**config.mk**
```make
export PLATFORM = sky130hd
export DESIGN_NAME = axis_mux_select_ctrl
export DESIGN_NICKNAME = d
export VERILOG_FILES = /design/src/rtl/axis_mux_pkg.sv /design/src/rtl/cdc_bit_sync.sv /design/src/rtl/axis_mux_select_ctrl.sv
export SDC_FILE = /design/constraint.sdc
export NUM_CORES = 1
export LEC_CHECK = 0
export CAP_MARGIN = 10
export CORE_ASPECT_RATIO = 0.8
export CORE_MARGIN = 3
export CORE_UTILIZATION = 65
export DETAILED_ROUTE_END_ITERATION = 7
export DONT_BUFFER_PORTS = 1
export PLACE_DENSITY = 0.91
export SLEW_MARGIN = 15
export SYNTH_ARGS = -nofsm -noshare
export SYNTH_HDL_FRONTEND = slang
export SYNTH_SLANG_ARGS = --single-unit
```
**constraint.sdc**
```tcl
create_clock -name clk -period 3.6 [get_ports clk]
set_clock_uncertainty 0.15 [all_clocks]
set_input_delay 0.36 -clock clk [delete_from_list [all_inputs] [get_ports clk]]
set_output_delay 0.36 -clock clk [all_outputs]
set_load 0.005 [all_outputs]
```
**src/rtl/axis_mux_pkg.sv**
```systemverilog
// Shared definitions for the AXI-Stream mux select controller:
// FSM state encodings and default parameter values.
package axis_mux_pkg;

   typedef enum logic [1:0] {
      ST_IDLE   = 2'd0,
      ST_IN_PKT = 2'd1,
      ST_SWITCH = 2'd2
   } state_t;

   localparam int DEF_TIMEOUT_CYCLES = 1024;
   localparam int DEF_CW             = 32;

endpackage

```
**src/rtl/cdc_bit_sync.sv**
```systemverilog
// Two-flop synchronizer for a single quasi-static bit.
// Both stages clear on asynchronous active-high reset.
module cdc_bit_sync (
   input  logic clk,
   input  logic reset,
   input  logic d,
   output logic q
);

   logic meta;

   always_ff @(posedge clk or posedge reset) begin
      if (reset) begin
         meta <= 1'b0;
         q    <= 1'b0;
      end else begin
         meta <= d;
         q    <= meta;
      end
   end

endmodule

```
**src/rtl/axis_mux_select_ctrl.sv**
```systemverilog
// Select controller for a two-input AXI-Stream mux: switches only
// between packets while the output is idle, and flags mid-packet stalls.
module axis_mux_select_ctrl
   import axis_mux_pkg::*;
#(
   parameter int TIMEOUT_CYCLES = DEF_TIMEOUT_CYCLES,
   parameter int CW             = DEF_CW
) (
   input  logic          clk,
   input  logic          reset,
   input  logic          req_select,
   input  logic          mon_tvalid,
   input  logic          mon_tready,
   input  logic          mon_tlast,
   output logic          input_select,
   output logic          switch_pending,
   output logic          in_packet,
   output logic          stall_flag,
   output logic [CW-1:0] switch_count
);

   localparam logic [CW-1:0] TMO = CW'(TIMEOUT_CYCLES);

   state_t        state;
   logic          req_sync;
   logic          beat;
   logic          differ;
   logic [CW-1:0] stall_timer;

   cdc_bit_sync u_sync (
      .clk   (clk),
      .reset (reset),
      .d     (req_select),
      .q     (req_sync)
   );

   assign beat   = mon_tvalid & mon_tready;
   assign differ = req_sync != input_select;

   always_ff @(posedge clk or posedge reset) begin
      if (reset) begin
         state          <= ST_IDLE;
         input_select   <= 1'b0;
         switch_pending <= 1'b0;
         in_packet      <= 1'b0;
         stall_flag     <= 1'b0;
         switch_count   <= '0;
         stall_timer    <= '0;
      end else begin
         switch_pending <= differ;
         unique case (state)
            ST_IDLE: begin
               stall_timer <= '0;
               if (beat && !mon_tlast) begin
                  state     <= ST_IN_PKT;
                  in_packet <= 1'b1;
               end else if (!mon_tvalid && differ) begin
                  // Select moves on entry so SWITCH is the single dead cycle
                  state        <= ST_SWITCH;
                  input_select <= req_sync;
                  switch_count <= switch_count + 1'b1;
               end
            end
            ST_IN_PKT: begin
               if (beat) begin
                  stall_timer <= '0;
                  if (mon_tlast) begin
                     state     <= ST_IDLE;
                     in_packet <= 1'b0;
                  end
               end else if (stall_timer != TMO) begin
                  stall_timer <= stall_timer + 1'b1;
                  if (stall_timer == TMO - 1'b1)
                     stall_flag <= 1'b1;
               end
            end
            ST_SWITCH: begin
               state       <= ST_IDLE;
               stall_timer <= '0;
            end
            default: begin
               state       <= ST_IDLE;
               in_packet   <= 1'b0;
               stall_timer <= '0;
            end
         endcase
      end
   end

endmodule

```
Word-level counts from Yosys, hierarchy flattened
Cells that the tools add are included.
{ "op_classes": {"add_sub_neg": 2, "bitwise_logic": 4, "n_mux": 12, "n_eq_ne": 10, "n_reduce_logical": 9} }
{ "ops": {"columns": ["op", "n"], "rows": [
  ["$mux 32", 3],
  ["$add 32x1->32 const B", 2],
  ["$eq 32x10->1 const B", 1],
  ["$ne 32x11->1 const B", 1],
  ["$mux 2", 4],
  ["$reduce_and 4->1", 2],
  ["$ne 2x2->1 const B", 3],
  ["$ne 3x3->1 const B", 2],
  ["$reduce_and 3->1", 2],
  ["$pmux 2 s2", 1],
  ["$mux 1", 3],
  ["$not 1->1", 3],
  ["$pmux 1 s3", 1],
  ["$eq 2x1->1 const B", 1],
  ["$eq 2x2->1 const B", 1],
  ["$logic_and 1x1->1", 2],
  ["$logic_not 1->1", 2],
  ["$logic_not 2->1", 1],
  ["$and 1x1->1", 1],
  ["$ne 1x1->1", 1]
]} }
{ "totals": {"in_bits": 6, "register_bits": 72, "out_inout_bits": 36, "wordCells": 46} }

Depth between registers and ports, before layout
{ "logic_depth": {"ltp_word": 5, "ltp_mapped": 6, "depth_no_buf": 6} }

Modules after synthesis
A second synthesis with hierarchy kept.
{ "unflattened": {"cells_unflattened": 331, "hier_area_um2": 3403.3} }
{ "modules_own_cells": {"columns": ["mod", "instances", "cells_per_inst", "seq_area_each_um2", "area_each_um2"], "rows": [
  ["axis_mux_select_ctrl", 1, 328, 1751.7, 3349.5],
  ["cdc_bit_sync", 1, 3, 50.0, 53.8]
]} }

Worst setup path before layout
Ideal clock, no wire load.
{ "synth_timing": {"path_type": "reg-to-reg", "start": "register state[1]", "end": "register switch_count[25]", "setup_ps": 123, "path_slack_ps": 1870, "t_arrival_ps": 1457, "required_time_ps": 3327, "path_buffers": 0, "path_stages_with_launch": 6, "period_less_slack_ps": 1730, "cell_sequence": "dfrtp_1 -> nor3_2 -> nand4_2 -> nor3_4 -> nand4_1 -> xnor2_1"} }
{ "synth_via": {"elab_chain_len": 2} }
{ "synth_rtl": {"columns": ["element", "line_no", "rtl"], "rows": [
  ["start, declared", "axis_mux_select_ctrl.sv:24", "state_t state;"],
  ["start signal, assigned", "axis_mux_select_ctrl.sv:42", "state <= ST_IDLE;"],
  ["start signal, assigned", "axis_mux_select_ctrl.sv:55", "state <= ST_IN_PKT;"],
  ["start signal, assigned", "axis_mux_select_ctrl.sv:59", "state <= ST_SWITCH;"],
  ["$logic_not 2->1", "axis_mux_select_ctrl.sv:51", "unique case (state)"],
  ["$reduce_and 3->1 (no source line)", null, null],
  ["end signal, assigned", "axis_mux_select_ctrl.sv:61", "switch_count <= switch_count + 1'b1;"],
  ["end, declared", "axis_mux_select_ctrl.sv:19", "output logic [CW-1:0] switch_count"]
]} }
No other way between the ends.
A chain may end at the register's enable or synchronous reset.

Worst setup path after layout
{ "layout_timing": {"start": "register stall_timer[10]", "end": "register stall_timer[29]"} }
{ "layout_via": {"elab_chain_len": 4, "elab_cells_between_ends": 6, "classes_between": "1 x add/sub; 2 x eq/ne; 3 x mux"} }
{ "layout_rtl": {"columns": ["element", "line_no", "rtl"], "rows": [
  ["start, declared", "axis_mux_select_ctrl.sv:28", "logic [CW-1:0] stall_timer;"],
  ["start signal, assigned", "axis_mux_select_ctrl.sv:72", "stall_timer <= stall_timer + 1'b1;"],
  ["$add 32x1->32", "axis_mux_select_ctrl.sv:72", null],
  ["$mux 32", "axis_mux_select_ctrl.sv:71", "end else if (stall_timer != TMO) begin"],
  ["$mux 32", "axis_mux_select_ctrl.sv:65", "if (beat) begin"],
  ["$mux 32", "axis_mux_select_ctrl.sv:51", null]
]} }
Several ways; a longest one is shown, not always the timed one. The select of a mux whose other input is x is not followed.

==> metrics.cfg <==
[logic_synthesis]
synth.largest_area_cell=dfrtp_1
synth_nets=319
synth-seq-cells=72
synth-edff-count=0
ys_warn_count=0
syn_area_per_cell_um2=10.77
yosys.cell_types.count=36
yosys-top-cells-count=72 x dfrtp_1, 40 x nor2_1, 35 x xnor2_1
yosysMostFrequentCell=dfrtp_1
synthTopCellsByArea=dfrtp_1 54%, xnor2_1 9.2%, xor2_1 6.3%, nor2_1 4.5%, nand4_1 3.9%
ys.flop_type=dfrtp_1
async_flop_share_pct=100.0
seq_area_frac_synth_pct=53.97
netlist_instances=310
synth_area_mm2=0.003338
yosysTopAreaCellShare_pct=53.97

[timing]
post-route-period-util_pct=56.09
finalCriticalPeriod_ns=2.019
rsz0062_at_grt=false
worst_slew_pin_slew_ns=0.9733
slew_headroom_pct=35.02
setup_viol=0
timing.final.ws_setup_ns=1.581
fin_tns_setup_ns=0
hold_viol=0
slew_viol_final=0
fmax_mhz=495.2

[power_and_ir_drop]
ir_worst_vdd_v=0.0003161
switching_share_pct=25.07
intPower_w=0.001298
combPwrFrac_pct=8.2
power_density_mw_per_mm2=477.0
cellLeakagePower_nw=1.604
clockPowerShare_pct=38.4
seqPwrFrac_pct=53.4
p_switching_w=0.0004345

[cells_and_area]
fin_nets=329
areaGrowthSynthToFinish_pct=8.808
seq_area_mm2=0.001802
fillers=310
multi_input_area_mm2=0.001481
n_antenna_cell=0
drive_above_1_share_pct=9.877

[detailed_routing]
routed_wl_um=6260
drt_iter0_drc=153
drt_first_pass_iters=4
via_count=2267
drc=0
vias_per_cell=5.904
wl_per_cell_um=16.30
ant_nets=0

[grt]
grt_first_pass_wirelength_um=10830
grt-ovfl-total=0
first_global_vias=2318
antenna_found_initial=0
grt_max_degree=51
track_usage_pct=23.07

[clocking]
postCtsSetupRepairBufs=0
clock_path_buffers=2
cts_resized=0
path_clk_slew_ns=0.07
clockRootBuffer=clkbuf_8
h-tree-depth=3
clkSinkCount=72
cts_tree=built
clkLatencyLatePin_ns=0.35
numCtsBuffers=9

[floorplan]
dieHeight_um=70.10
core_mm2=0.004762
boundaryPins=42
row_count=22
dieArea_mm2=0.006037
fp.dieW_um=86.12
start_util_pct=70.10

[setup_path]
crit_path_start_kind=flip-flop
worstSetupPathType=flip-flop to flip-flop
cp_max_fo=12
critPathRequiredTime_ns=3.67
crit_path_end_kind=flip-flop
critPathArrivalTime_ns=2.09

[placed_design]
gp_congestion=0.8185
preCtsSetupSlack_ns=1.594
dp_hpwl_um=4298
portBuffers=0

[status]
status=complete, no violations

[flow_run]
drv_cap=0

[hold_path]
min_path_type=primary input to flip-flop

power groups by stage:
stage               clock network [W]  registers, W  logic, W
finish                       0.000666      0.000925  0.000141
floorplan                           0      0.000922  0.000118
CTS                          0.000680      0.000925  0.000144
detailed placement                  0      0.000939  0.000143
global route                 0.000713      0.000935  0.000162
global placement                    0      0.000938  0.000138
what timing repair did:
item,in CTS,in global routing
setup endpoints to repair,0,0
hold buffers,2,0
hold endpoints to repair,50,0
sequential cells by signal, indices dropped and copies added, names as in the netlist:
signal,cells
u_sync.q,1
switch_pending,1
in_packet,1
state,2
u_sync.meta,1
switch_count,32
stall_flag,1
input_select,1
stall_timer,32
routing by layer:
layer	vias up	routed length (um)	GRT usage (%)
met5	-	0	0
met4	0	82	7.030
met3	11	385	10.02
met2	56	3004	36.01
met1	1102	2787	29.06
li1	1098	-	-
cells by family after synthesis:
logic type	count (synthesis)	share of synthesized area [%]
and+or+nand+nor	149	24.70
DFF	72	53.97
AOI/OAI and AO/OA	9	1.612
adders and majority gates	3	1.125
muxes	3	0.9745
xor gates and xnor gates	60	15.97
buffers and inverters	14	1.649
layout make-up:
type	count	share of cell area, %
tap	60	2.067
clock inverter	4	1.929
inverter	8	0.8267
clock buffer	11	3.617
sequential	72	49.60
timing repair buffer	5	1.171
multi-input combinational	224	40.79
critical path, stage by stage (launching register included):
cell     delay [ns]
dfrtp_1        0.45
nand4_1        0.20
nor3_2         0.63
nand4_1        0.21
xor2_1         0.19
nor2_1         0.06
cell usage in the layout (no fill, tap or decap), drive strengths merged:
cell         instances
a21oi                4
a2bb2oi              1
a31o                 1
and2                 1
and3                11
and4                 7
buf                  3
bufinv               2
clkbuf              11
clkinv               2
dfrtp               72
dlygate4sd3          2
ha                   3
inv                  8
mux2                 2
mux2i                1
nand2               19
nand2b               1
nand3               25
nand3b               1
nand4               23
nor2                41
nor3                10
nor4                 7
o21ai                2
o22ai                1
or3                  2
or3b                 1
xnor2               35
xor2                25
metrics by stage:
step / hold WS, ns / cell area [um2] / util [%] / std cells / power [W]
4_1_cts: 0.1101 / 3632 / 76.27 / 384 / 0.001748
2_1_floorplan: 0.1812 / 3338 / - / 310 / 0.001040
3_3_place_gp: 0.1822 / 3411 / 71.62 / 367 / 0.001075
5_1_grt: 0.1186 / 3632 / 76.27 / 384 / 0.001810
6_report: 0.1185 / 3632 / 76.27 / 384 / 0.001733
3_5_place_dp: 0.1856 / 3411 / 71.62 / 367 / 0.001081
final timing paths:
path	start	end	slack, ns	depth (start not counted)
worst max-delay path	stall_timer[10]	stall_timer[29]	1.58	5
worst min-delay path	mon_tlast	state[0]	0.12	3
worst max register to register	stall_timer[10]	stall_timer[29]	1.58	5
worst min register to register	u_sync.meta	u_sync.q	0.20	0
max in group asynchronous	reset	stall_flag	1.87	3
min in group asynchronous	reset	switch_count[10]	0.55	2
(Power assumes the default switching activity.)
==> edit 1, RTL diff (config.mk and constraints unchanged) <==
The 3 states of `state_t` get a one-hot encoding in 3 bits.
--- a/src/rtl/axis_mux_pkg.sv
+++ b/src/rtl/axis_mux_pkg.sv
@@ -2,10 +2,10 @@
 // FSM state encodings and default parameter values.
 package axis_mux_pkg;
 
-   typedef enum logic [1:0] {
-      ST_IDLE   = 2'd0,
-      ST_IN_PKT = 2'd1,
-      ST_SWITCH = 2'd2
+   typedef enum logic [2:0] {
+      ST_IDLE   = 3'b001,
+      ST_IN_PKT = 3'b010,
+      ST_SWITCH = 3'b100
    } state_t;
 
    localparam int DEF_TIMEOUT_CYCLES = 1024;
Formal check against the unedited RTL: no difference found for any inputs over 10 cycles, from zero or initial values and one cycle with reset high; not proved beyond that.
==> edit 1 against the original RTL <==
Non-clock buffer count fell by 2; sequential cell count up 1; routed wire length increased by 26%; final area increased by 8.8%; sequential power is 3.4% higher; via count is 31% higher; setup slack worse by 0.39 ns; synthesized area is 9.6% higher; total power increased by 7.6%; sequential share of layout area shrank 3.4 points; global-route usage rose by 2.4 points; cell count increased by 16%; count of clock-buffer cells in the layout fell by 1; critical endpoint is now stall_timer[18]$_DFFE_PP0P_; largest cell class unchanged; largest power group unchanged.
==> edit 1: results <==
{
  "outcome": "finished clean",
  "p_leak_nw": 1.67,
  "synth-compound-area-share_pct": 7.80,
  "dp_cells": 429,
  "cpPeakStageDelay_ns": 0.57,
  "worstReg2RegStart": "stall_timer[1]$_DFFE_PP0P_",
  "wl_mm": 7.88,
  "syn_nets": 374,
  "ctsHoldBuffers": 1,
  "firstDrtPassIters": 5,
  "yosys-top-cells-count": "dfrtp_1, nand2_1, xor2_1, a21oi_1, nor3_1",
  "holdWs_ns": 0.0203,
  "cp_max_fo": 9,
  "vias": 2960,
  "grt_pass1_vias": 2893,
  "muxShareOfSynthArea_pct": 1.16,
  "slew_headroom_pct": 26.2,
  "gp_congestion": 0.901,
  "syn_area_per_cell_um2": 10.0,
  "worstHoldEndpoint": "state[0]$_DFFE_PP1P_",
  "grt_usage_pct": 25.4,
  "whs_path_depth": 1,
  "crit_slowest_cell": "or3_1",
  "synthTopCellsByArea": "dfrtp_1, xor2_1, xnor2_1",
  "synth_xor_area_share_pct": 9.82,
  "ys_types": 41,
  "vdd_drop_max_v": 0.000438
}
edit 1: changes by cell type in the layout (fill, tap and decap cells not counted), sizes merged, moves of 8 or more:
cell / change
nand3: -8
nand4: -12
a21oi: +17
nor2: -21
nor3: +11
inv: +9
xnor2: -17
nor4: +8
and3: -8
or3: +10
o31ai: +13
or4: +12
nand2: +10
edit 1: routing by layer:
layer,track usage (%),wire length (um),vias up
met2,39.8,3690,128
met4,10.9,131,0
met1,34.4,3510,1485
met3,6.60,549,12
met5,0,0,-
li1,-,-,1335
edit 1: where the power goes:
group / internal (mW) / switching [mW] / leakage (nW)
Clock: 0.411 / 0.317 / 0.113
Sequential: 0.880 / 0.0764 / 0.972
Combinational: 0.0796 / 0.100 / 0.583
Total: 1.37 / 0.493 / 1.67
edit 1: worst reg2reg max path: stages, from the launching register on:
cell	delay [ns]
dfrtp_1	0.44
ha_1	0.23
nand3_2	0.20
or3_1	0.57
or4_1	0.54
a21oi_1	0.18
edit 1: stage by stage:
stage / setup slack, ns / cell area [um^2] / utilization (%)
4_1_cts: 1.22 / 3940 / 75.7
3_3_place_gp: 1.36 / 3700 / 71.1
5_1_grt: 1.06 / 3950 / 75.9
3_5_place_dp: 1.25 / 3700 / 71.1
2_1_floorplan: 1.24 / 3660 / -
6_report: 1.19 / 3950 / 75.9
edit 1: area by class of cell:
type	count	area (um^2)
Multi-Input combinational cell	263	1710
Inverter	17	65.1
Tap cell	75	93.8
Sequential cell	73	1830
Clock inverter	6	90.1
Fill cell	339	1260
Timing Repair Buffer	3	27.5
Clock buffer	10	138
==> edit 2, RTL diff (config.mk and constraints unchanged) <==
Without the edit above. Change the package constant `DEF_CW` from 32 to 16.
--- a/src/rtl/axis_mux_pkg.sv
+++ b/src/rtl/axis_mux_pkg.sv
@@ -9,7 +9,7 @@
    } state_t;
 
    localparam int DEF_TIMEOUT_CYCLES = 1024;
-   localparam int DEF_CW             = 32;
+   localparam int DEF_CW             = 16;
 
 endpackage
 
Ports: changed (resized switch_count); port bits go from 42 to 26. The function was not compared with the original's and may differ.
==> edit 2 against the original RTL <==
Clock power decreased by 34%; final area decreased by 44%; routed wire length decreased by 40%; setup slack improved by 0.15 ns; synthesized area decreased by 44%; first-iteration DRC count decreased by 52%; total power decreased by 34%; cell count decreased by 43%; die area decreased by 41%; sequential cell count decreased by 32.
==> edit 2: results <==
{
  "met3_usage_pct": 8.56,
  "r2r_cells": 6,
  "synth_cells": 175,
  "wl_mm": 3.73,
  "grt_max_degree": 41,
  "vdd_drop_max_v": 0.000494,
  "fmax_mhz": 534,
  "syn_nets": 184,
  "clockPowerShare_pct": 38.3,
  "worstMarginPinSlew_ns": 0.545,
  "ys_types": 29,
  "final_layout_size_suffix_gt1_share_pct": 7.73,
  "top_regs": "stall_timer (16), switch_count (16), state (2)",
  "path_clk_slew_ns": 0.12,
  "crit_slowest_cell": "dfrtp_1",
  "cp_max_fo": 4,
  "worstReg2RegStart": "stall_timer[0]$_DFFE_PP0P_",
  "grt_usage_pct": 24.4,
  "cts_buffers": 5,
  "drt_iter0_markers": 74,
  "wl_per_cell_um": 17.2,
  "outcome": "finished clean",
  "seq_area_frac_synth_pct": 53.8,
  "r2r_slack_ns": 1.73,
  "utilization_pct": 78.1,
  "finish.net_count": 189,
  "endpoint": "stall_timer[0]$_DFFE_PP0P_",
  "synthTopCellsByArea": "dfrtp_1, xor2_1, xnor2_1",
  "comb_cell_power_mw": 0.136
}
edit 2: changes by cell type after synthesis, sizes merged, moves of 5 or more:
cell / delta
dfrtp: -32
nor2: -24
xnor2: -22
nand3: -14
nand4: -10
xor2: -9
and3: -7
nor4: -6
nor3: -5
edit 2: cell families (layout without fill, tap and decap cells):
kind of cell,count (synthesis),in the layout,synth area share (%)
compound gates,6,6,1.75
xor+xnor,29,29,13.7
fa+ha+maj,3,3,2.02
buf+inv,10,16,3.23
flops,40,40,53.8
mux,1,1,0.538
simple gates,86,86,25.0
edit 2: how the worst min path moves through the flow:
stage	endpoint	slack [ns]	from	cells after the start
2_1_floorplan	u_sync.q$_DFF_PP0_	0.18	u_sync.meta$_DFF_PP0_	0
3_3_place_gp	u_sync.q$_DFF_PP0_	0.19	u_sync.meta$_DFF_PP0_	0
3_5_place_dp	u_sync.q$_DFF_PP0_	0.19	u_sync.meta$_DFF_PP0_	0
4_1_cts	state[0]$_DFFE_PP0P_	0.05	mon_tvalid	2
5_1_grt	state[0]$_DFFE_PP0P_	0.03	mon_tvalid	2
6_report	state[0]$_DFFE_PP0P_	0.05	mon_tvalid	2
edit 2: worst register-to-register path: cells and delay by family (launching register included):
family	cells	cell delay (ns)
AND/OR/NAND/NOR	3	0.69
adder cells (fa/ha/maj)	1	0.17
flip-flops	1	0.44
XOR/XNOR	1	0.23
buffers and inverters	1	0.07
edit 2: layout make-up:
class | instances | area share [%]
sequential | 40 | 49.6
inverter | 5 | 0.930
multi-input combinational | 125 | 39.6
tap | 36 | 2.23
clock inverter | 3 | 4.46
clock buffer | 5 | 1.86
timing repair buffer | 3 | 1.36
edit 2: what timing repair did:
item | 4_1_cts | 5_1_grt
setup buffers | 0 | 0
endpoints found under the hold margin | 41 | 0
hold buffers | 2 | 0
endpoints found under the setup margin | 0 | 0
